<file path="config.mk">
export PLATFORM = sky130hd
export DESIGN_NAME = display_scan_controller
export DESIGN_NICKNAME = d
export VERILOG_FILES = /design/src/rtl/display_pkg.sv /design/src/rtl/hex_to_seg7.sv /design/src/rtl/display_scan_controller.sv
export SDC_FILE = /design/constraint.sdc
export NUM_CORES = 1
export LEC_CHECK = 0
export CELL_PAD_IN_SITES_DETAIL_PLACEMENT = 1
export CELL_PAD_IN_SITES_GLOBAL_PLACEMENT = 2
export CORE_MARGIN = 10
export CORE_UTILIZATION = 43
export CTS_BUF_LIST = sky130_fd_sc_hd__clkbuf_8
export DETAILED_ROUTE_END_ITERATION = 8
export PLACE_DENSITY_LB_ADDON = 0.25
export SLEW_MARGIN = 5
export SYNTH_ARGS = -nofsm -noshare
export SYNTH_HDL_FRONTEND = slang
export SYNTH_HIERARCHICAL = 1
export SYNTH_SLANG_ARGS = --single-unit
</file>
<file path="constraint.sdc">
create_clock -name clock -period 5.4 [get_ports clock]
set_clock_uncertainty 0.1 [all_clocks]
set_input_delay 1.62 -clock clock [delete_from_list [all_inputs] [get_ports clock]]
set_output_delay 1.62 -clock clock [all_outputs]
set_load 0.1 [all_outputs]
</file>
<file path="src/rtl/display_pkg.sv">
// Shared state type and segment constants for the seven-segment scan controller.
package display_pkg;

   typedef enum logic [1:0] {IDLE, BLANK, DRIVE} scan_state_e;

   localparam logic [6:0] SEG_BLANK = 7'h7F;
   localparam logic [3:0] ANODE_OFF = 4'hF;

   // Active-low cathode patterns, bit order {g,f,e,d,c,b,a}
   localparam logic [6:0] SEG_0 = 7'h40;
   localparam logic [6:0] SEG_1 = 7'h79;
   localparam logic [6:0] SEG_2 = 7'h24;
   localparam logic [6:0] SEG_3 = 7'h30;
   localparam logic [6:0] SEG_4 = 7'h19;
   localparam logic [6:0] SEG_5 = 7'h12;
   localparam logic [6:0] SEG_6 = 7'h02;
   localparam logic [6:0] SEG_7 = 7'h78;
   localparam logic [6:0] SEG_8 = 7'h00;
   localparam logic [6:0] SEG_9 = 7'h10;
   localparam logic [6:0] SEG_A = 7'h08;
   localparam logic [6:0] SEG_B = 7'h03;
   localparam logic [6:0] SEG_C = 7'h46;
   localparam logic [6:0] SEG_D = 7'h21;
   localparam logic [6:0] SEG_E = 7'h06;
   localparam logic [6:0] SEG_F = 7'h0E;

   localparam logic [15:0][6:0] SEG_TABLE = {SEG_F, SEG_E, SEG_D, SEG_C, SEG_B, SEG_A, SEG_9,
                                             SEG_8, SEG_7, SEG_6, SEG_5, SEG_4, SEG_3, SEG_2,
                                             SEG_1, SEG_0};

endpackage

</file>
<file path="src/rtl/hex_to_seg7.sv">
// Combinational hex nibble to active-low seven-segment decoder.
module hex_to_seg7
   import display_pkg::*;
(
   input  logic [3:0] nibble,
   output logic [6:0] segments
);

   assign segments = SEG_TABLE[nibble];

endmodule

</file>
<file path="src/rtl/display_scan_controller.sv">
// Four-digit multiplexed seven-segment scanner with blanking gaps, leading-zero
// suppression and frame-synchronous value updates.
module display_scan_controller
   import display_pkg::*;
#(
   parameter int unsigned CLOCK_DIVIDE = 100000,
   parameter int unsigned BLANK_CYCLES = 1000
) (
   input  logic        clock,
   input  logic        reset,
   input  logic        enable,
   input  logic [15:0] value_data,
   input  logic [3:0]  point_data,
   input  logic        value_valid,
   output logic        value_ready,
   input  logic        suppress_zeros,
   output logic [3:0]  anode,
   output logic [6:0]  cathode,
   output logic        dp,
   output logic        frame_done
);

   localparam int unsigned CNT_W = $clog2(CLOCK_DIVIDE);
   localparam logic [CNT_W-1:0] SLOT_LAST  = CNT_W'(CLOCK_DIVIDE - 1);
   localparam logic [CNT_W-1:0] BLANK_LAST = CNT_W'(BLANK_CYCLES - 1);

   scan_state_e      state_q;
   logic [1:0]       digit_q;
   logic [CNT_W-1:0] slot_cnt_q;

   logic [15:0] display_value_q;
   logic [3:0]  display_point_q;
   logic [15:0] pending_value_q;
   logic [3:0]  pending_point_q;
   logic        pending_full_q;
   logic        suppress_q;

   logic [3:0] anode_q;
   logic [6:0] cathode_q;
   logic       dp_q;

   logic       boundary;
   logic       frame_start;
   logic       accept;
   logic       drive_now;
   logic [3:0] nibble;
   logic [6:0] digit_segments;
   logic [3:0] zero_blank;

   assign boundary    = enable && (state_q == DRIVE) && (digit_q == 2'd3) &&
                        (slot_cnt_q == SLOT_LAST);
   assign frame_start = enable && ((state_q == IDLE) || boundary);
   assign accept      = value_valid && !pending_full_q;
   assign drive_now   = enable && (state_q == DRIVE);

   assign value_ready = !pending_full_q;
   assign frame_done  = boundary;
   assign anode       = anode_q;
   assign cathode     = cathode_q;
   assign dp          = dp_q;

   assign nibble = display_value_q[{digit_q, 2'b00} +: 4];

   hex_to_seg7 u_hex_to_seg7 (
      .nibble   (nibble),
      .segments (digit_segments)
   );

   // A digit goes dark only if it and every more-significant nibble are zero
   always_comb begin
      zero_blank    = 4'b0000;
      zero_blank[3] = suppress_q && (display_value_q[15:12] == 4'h0);
      zero_blank[2] = zero_blank[3] && (display_value_q[11:8] == 4'h0);
      zero_blank[1] = zero_blank[2] && (display_value_q[7:4] == 4'h0);
   end

   always_ff @(posedge clock or posedge reset) begin
      if (reset) begin
         display_value_q <= 16'h0000;
         display_point_q <= 4'h0;
         pending_value_q <= 16'h0000;
         pending_point_q <= 4'h0;
         pending_full_q  <= 1'b0;
         suppress_q      <= 1'b0;
      end else begin
         if (boundary && pending_full_q) begin
            display_value_q <= pending_value_q;
            display_point_q <= pending_point_q;
            pending_full_q  <= 1'b0;
         end else if (accept) begin
            pending_value_q <= value_data;
            pending_point_q <= point_data;
            pending_full_q  <= 1'b1;
         end
         if (frame_start) begin
            suppress_q <= suppress_zeros;
         end
      end
   end

   // Outputs lag the state by one cycle; gating with enable lets the display go
   // dark on the cycle right after enable falls.
   always_ff @(posedge clock or posedge reset) begin
      if (reset) begin
         state_q    <= IDLE;
         digit_q    <= 2'd0;
         slot_cnt_q <= '0;
         anode_q    <= ANODE_OFF;
         cathode_q  <= SEG_BLANK;
         dp_q       <= 1'b1;
      end else begin
         if (!enable) begin
            state_q    <= IDLE;
            digit_q    <= 2'd0;
            slot_cnt_q <= '0;
         end else begin
            unique case (state_q)
               IDLE: begin
                  state_q    <= BLANK;
                  digit_q    <= 2'd0;
                  slot_cnt_q <= '0;
               end
               BLANK: begin
                  slot_cnt_q <= slot_cnt_q + CNT_W'(1);
                  if (slot_cnt_q == BLANK_LAST) begin
                     state_q <= DRIVE;
                  end
               end
               DRIVE: begin
                  if (slot_cnt_q == SLOT_LAST) begin
                     state_q    <= BLANK;
                     digit_q    <= digit_q + 2'd1;
                     slot_cnt_q <= '0;
                  end else begin
                     slot_cnt_q <= slot_cnt_q + CNT_W'(1);
                  end
               end
               default: state_q <= IDLE;
            endcase
         end

         if (drive_now) begin
            anode_q   <= ~(4'b0001 << digit_q);
            cathode_q <= zero_blank[digit_q] ? SEG_BLANK : digit_segments;
            dp_q      <= ~display_point_q[digit_q];
         end else begin
            anode_q   <= ANODE_OFF;
            cathode_q <= SEG_BLANK;
            dp_q      <= 1'b1;
         end
      end
   end

endmodule

</file>
==> impl_metrics.toml, run 1 <==
[outcome]
status = "complete, no violations"

[sta]
setup_violations = 0
period_share = 0.8752
setup_ws_ns = 0.6737
fin_tns_setup_ns = 0
hold_violations = 0
slew-limit-headroom = 0.3415
tightest_slew_ns = 0.9847
drv_slew = 0
rsz0062_at_grt = "false"
min_period_ns = 4.726
max_clock_freq_mhz = 211.6

[global_route]
grt_overflow = 0
grt_pass1_vias = 2906
grtUsageTotal = 0.1426
grt_pass1_wl_um = 15300
antenna_found_initial = 0
grt_max_degree = 43

[yosys]
synth_seq_area_share = 0.4806
synth-seq-cells = 75
synth_nets = 378
ys_types = 59
yosysWarnings = 6
syn_area_um2 = 3936
syn_avg_cell_area_um2 = 11.68
synth_edf_count = 0
yosys_most_used_dff = "dfrtp_1"
post-synth-top-area-fraction = 0.4005
synth_area_leaders = "dfrtp_1 (40%), dfstp_2 (8.0%), mux2_4 (7.2%), mux2_2 (6.3%), ha_1 (5.1%)"
async_reset_ff_frac = 1.000
synthCells = 337
synth_top_cell_by_area = "dfrtp_1"

[power_and_ir_drop]
power_density_nw_per_um2 = 243.0
p_leak_nw = 1.919
report.power.total_mw = 1.117
peakVddDrop_v = 0.0001332

[placement]
place_hpwl_um = 6477
pre_cts_ws_ns = 0.6668
port_buffers = 38
dp_cells = 470
place_area_um2 = 4403
routabilityCongestion = 0.7922

[setup_path]
rrSetupSlack_ns = 2.48
crit_arrival_ns = 3.01
required_ns = 3.68
crit_fanout = 10
start_kind = "input pin"
critPathCaptureType = "output port"
crit_type = "in2out"

[finish]
final_area_um2 = 4599
num_antenna_cells = 0
drive_above_1_share = 0.2487
finalNonFillerCells = 486
fill_cells = 918
final_nets = 414
synthToLayoutAreaGrowth_pct = 16.85

[die]
die_w_um = 115.7
die_area_um2 = 13380
coreArea_um2 = 8806
die_y_um = 115.7
ios = 39
rows = 34
initial_core_util = 0.4470

[drt]
drt.antenna.violating_nets = 0
via_per_inst = 5.693
totalWireLength_um = 9008
first_pass_iters = 4
drt_iter0_markers = 109
vias = 2767
drc_errors = 0
wl_per_cell_um = 18.53

[clock_tree]
clock_latency_ns = 0.34
cts_tree = "yes"
ctsHoldBuffers = 0
post_cts_resized = 0
cts.reportedPaths.clkPinSlew_ns = 0.08
h-tree-depth = 3
cts_setup_buffers = 0
clock_sinks = 75
cts_buffers = 9
cts_root_buf = "clkbuf_8"
clock_path_buffers = 2

[job]
maxCapViolations = 0

[hold_path]
hp-class = "reg2reg"
==> per-layer routing <==
layer | vias to the layer above | track usage | wire (um) | part of all wire
met3 | 8 | 0.03824 | 439 | 0.049
met4 | 0 | 0.03670 | 93 | 0.010
met2 | 47 | 0.2140 | 4139 | 0.46
met5 | - | 0 | 0 | 0
li1 | 1302 | - | - | -
met1 | 1410 | 0.1996 | 4335 | 0.48
==> through the flow <==
stage / util / hold slack [ns]
3_5_place_dp: 0.5000 / 0.3925
3_3_place_gp: 0.5000 / 0.3861
4_1_cts: 0.5223 / 0.4152
5_1_grt: 0.5223 / 0.4342
2_1_floorplan: - / 0.3749
6_report: 0.5223 / 0.4129
==> synthesized netlist by cell type (all sizes together) (2+ instances only) <==
| cell type | number |
|---|---|
| inv | 15 |
| a22oi | 2 |
| o311ai | 3 |
| o22ai | 2 |
| and2 | 3 |
| o211ai | 8 |
| nor3 | 2 |
| nand2 | 31 |
| clkbuf | 12 |
| or2 | 2 |
| o21a | 2 |
| o21ai | 21 |
| a211oi | 2 |
| a31o | 2 |
| nand4 | 8 |
| dfstp | 12 |
| nor2b | 2 |
| nor4 | 4 |
| nand3 | 12 |
| nor2 | 11 |
| o311a | 2 |
| ha | 16 |
| dfrtp | 63 |
| buf | 8 |
| or4b | 2 |
| xnor2 | 2 |
| nand3b | 8 |
| a31oi | 2 |
| a21oi | 8 |
| or4 | 7 |
| mux4 | 5 |
| mux2 | 41 |
| or3 | 2 |
| a2111o | 2 |
| mux2i | 2 |
==> worst paths after layout <==
check                              startpoint             endpoint  cells after the start
setup / recovery                       enable           frame_done                      5
hold / removal             pending_point_q[3]   display_point_q[3]                      1
setup reg to reg                slot_cnt_q[5]  display_value_q[15]                      5
hold reg to reg            pending_point_q[3]   display_point_q[3]                      1
max in group asynchronous               reset             anode[3]                      3
min in group asynchronous               reset        slot_cnt_q[8]                      2
==> power breakdown <==
part           switching, mW  total (mW)  internal [mW]
combinational         0.0421      0.0842         0.0421
clock                  0.211       0.435          0.224
sequential            0.0150       0.598          0.583
total                  0.268        1.12          0.849
==> critical path, cell delays in order <==
cell and delay (ns):
clkdlybuf4s50_1 0.63, and2_1 0.19, nand2_1 0.14, nor2_1 0.21
buf_12 0.20
==> flip-flops by register name, indices dropped and copies added, names as in the netlist <==
| signal | count |
|---|---|
| display_value_q | 16 |
| pending_full_q | 1 |
| digit_q | 2 |
| suppress_q | 1 |
| state_q | 2 |
| slot_cnt_q | 17 |
| display_point_q | 4 |
| dp | 1 |
| anode | 4 |
| pending_point_q | 4 |
| cathode | 7 |
| pending_value_q | 16 |
==> final cells by class <==
class,count,area (um2),share of cell area
clock inverter,6,58.81,0.01279
inverter,15,58.81,0.01279
sequential,75,1892,0.4113
timing repair buffer,45,442.9,0.09630
clock buffer,10,137.6,0.02992
multi-input combinational,227,1874,0.4075
tap,108,135.1,0.02938
==> cells by family (layout without fill, tap and decap cells) <==
group / Yosys count / in the layout / share of synthesized area
flip-flops: 75 / 75 / 0.4806
XOR/XNOR: 2 / 2 / 0.004451
buffers and inverters: 35 / 76 / 0.04323
adder cells (fa/ha/maj): 16 / 16 / 0.05086
AND/OR/NAND/NOR: 99 / 99 / 0.1418
AO/OA/AOI/OAI: 62 / 62 / 0.1100
multiplexers: 48 / 48 / 0.1691
==> placed cells by master, fill, tap and decap left out, drive strengths merged, types with 5 or more instances in the layout <==
cell type and n:
nand3b 8, nand2 31, nor2 11, nand3 12
o21ai 21, mux4 5, dfstp 12, o211ai 8
dfrtp 63, inv 19, or4 7, clkbuf 10
ha 16, mux2 41, a21oi 8, clkdlybuf4s50 37
nand4 8, buf 8
Note: power is estimated with default switching activity, not from simulation.
==> run 2, diff against run 1 <==
--- a/config.mk
+++ b/config.mk
@@ -5,6 +5,7 @@
 export SDC_FILE = /design/constraint.sdc
 export NUM_CORES = 1
 export LEC_CHECK = 0
+export CAP_MARGIN = 30
 export CELL_PAD_IN_SITES_DETAIL_PLACEMENT = 1
 export CELL_PAD_IN_SITES_GLOBAL_PLACEMENT = 2
 export CORE_MARGIN = 10
==> results of run 2 <==
No change in the layout: final DEF, timing and power equal those of run 1.
==> run 3, diff against run 2 <==
--- a/config.mk
+++ b/config.mk
@@ -13,6 +13,7 @@
 export CTS_BUF_LIST = sky130_fd_sc_hd__clkbuf_8
 export DETAILED_ROUTE_END_ITERATION = 8
 export PLACE_DENSITY_LB_ADDON = 0.25
+export RECOVER_POWER = 50
 export SLEW_MARGIN = 5
 export SYNTH_ARGS = -nofsm -noshare
 export SYNTH_HDL_FRONTEND = slang
==> run 3 against run 2 <==
  * Final cell count unchanged
  * The run now ends with capacitance limit, slew limit left
  * Worst hold slack about the same
  * Final area down 0.41%
  * Global-route usage did not move
  * Wire length rose by 0.26%
  * Largest power group unchanged
  * Clock-buffer cell count is the same
  * First-iteration DRC count fell by 22%
==> impl_metrics.toml, run 3 (synthesis gave the netlist of run 1 again) <==
[outcome]
status = "complete, but fails checks"
failed_checks = "capacitance limit, slew limit"

[finish]
reg_top3 = "slot_cnt_q x17, display_value_q x16, pending_value_q x16"
final_nets = 414
drive_above_1_share = 0.2328
synthToLayoutAreaGrowth_pct = 16.37
multi_input_area_um2 = 1871
mostFrequentLayoutCells = "dfrtp_1 (63), clkdlybuf4s50_1 (34), nand2_1 (30)"
largest_reg_flops = 17
area.sequential_um2 = 1892
layout_commonest_cell = "dfrtp_1"
fill_cells = 924
num_antenna_cells = 0
regMostFlops = "slot_cnt_q"
final_util = 0.5202

[drt]
first_pass_iters = 4
drt_iter0_markers = 85
drt.antenna.violating_nets = 0
drc_errors = 0
wl_per_cell_um = 18.58
vias = 2787
via_per_inst = 5.735
totalWireLength_um = 9031

[setup_path]
crit_path_top_delay_cell = "dlygate4sd3_1"
rrSetupSlack_ns = 2.25
crit_fanout = 10
path_cells = "dlygate4sd3_1 -> and2_0 -> nand2_1 -> nor2_1 -> buf_12"
start_kind = "input pin"
crit_type = "in2out"
timing.rr.start = "slot_cnt_q[13]"
r2r_end = "slot_cnt_q[3]"
max_stage_delay_ns = 0.71
crit_arrival_ns = 3.10
critPathCaptureType = "output port"
required_ns = 3.68
reg2regPathDepth = 5

[power_and_ir_drop]
p_comb_frac = 0.075
internal-power_mw = 0.8479
power_density_nw_per_um2 = 243.8
p_clk_frac = 0.390
p_sw_frac = 0.2406
p_leak_nw = 1.902
switching_power_mw = 0.2687
peakVddDrop_v = 0.0001333
pwr-share-seq = 0.535

[clock_tree]
cts.reportedPaths.clkPinSlew_ns = 0.08
cts_setup_buffers = 0
clock_sinks = 75
post_cts_resized = 0
cts_tree = "yes"
clock_latency_ns = 0.35
ctsHoldBuffers = 0
cts_root_buf = "clkbuf_8"
h-tree-depth = 3
cts_buffers = 9
clock_path_buffers = 2

[sta]
min_period_ns = 4.818
max_clock_freq_mhz = 207.6
drv_slew = 43
setup_violations = 0
fin_tns_setup_ns = 0
rsz0062_at_grt = "false"
slew-limit-headroom = -0.07434
period_share = 0.8922
hold_violations = 0
tightest_slew_ns = 1.610

[global_route]
antenna_found_initial = 0
grt_overflow = 0
grtUsageTotal = 0.1426
grt_pass1_vias = 2906
grt_pass1_wl_um = 15300
grt_max_degree = 43

[hold_path]
hold_end = "display_point_q[3]"
worstHoldStart = "pending_point_q[3]"
min_path_cells = 1
hp-class = "reg2reg"

[placement]
port_buffers = 38
routabilityCongestion = 0.7922
place_hpwl_um = 6477

[die]
initial_core_util = 0.4470
die_area_um2 = 13380
ios = 39
coreArea_um2 = 8806
die_y_um = 115.7
rows = 34
die_w_um = 115.7

[job]
maxCapViolations = 1
-- run 3: cell types whose count changed in the layout (fill, tap and decap cells not counted), sizes merged --
cell and delta:
clkdlybuf4s50 -3, dlygate4sd3 +3, buf -4, clkbuf +4
-- run 3: power by group through the flow --
stage	combinational [mW]	sequential [mW]	clock, mW
floorplan	0.0503	0.602	0
global placement	0.0822	0.607	0
detailed placement	0.0859	0.609	0
CTS	0.0869	0.598	0.445
global route	0.0929	0.601	0.474
finish	0.0833	0.598	0.435
-- run 3: metal layers --
metal,share of wire,GRT usage
met3,0.045,0.03824
met5,0,0
met2,0.46,0.2140
met4,0.010,0.03670
met1,0.48,0.1996
-- run 3: critical path, delay by kind of cell --
family                 cells  cell delay [ns]
buffers and inverters      2             0.92
AND/OR/NAND/NOR            3             0.56
-- run 3: metrics by stage --
stage          hold WS (ns)  instances  power (mW)  instance area [um2]  setup slack (ns)
2_1_floorplan        0.3749        337      0.6526                 3936            0.2326
3_3_place_gp         0.3861        470      0.6889                 4403            0.7034
3_5_place_dp         0.3925        470      0.6947                 4403            0.6668
4_1_cts              0.4152        486       1.130                 4599            0.6644
5_1_grt              0.4342        486       1.167                 4581            0.4330
6_report             0.4128        486       1.117                 4581            0.5820
-- run 3: worst max path at each step --
stage,slack [ns],depth (start not counted),endpoint,startpoint
5_1_grt,0.43,5,frame_done,enable
4_1_cts,0.66,5,frame_done,enable
3_3_place_gp,0.70,5,frame_done,enable
2_1_floorplan,0.23,4,frame_done,enable
3_5_place_dp,0.67,5,frame_done,enable
6_report,0.58,5,frame_done,enable
-- run 3: layout make-up --
cell class / instances / share of cell area
repair buffers: 45 / 0.09342
flip-flops and latches: 75 / 0.4130
inverters: 15 / 0.01284
clock buffers: 10 / 0.03005
multi-input cells: 227 / 0.4084
well taps: 108 / 0.02950
clock inverters: 6 / 0.01284
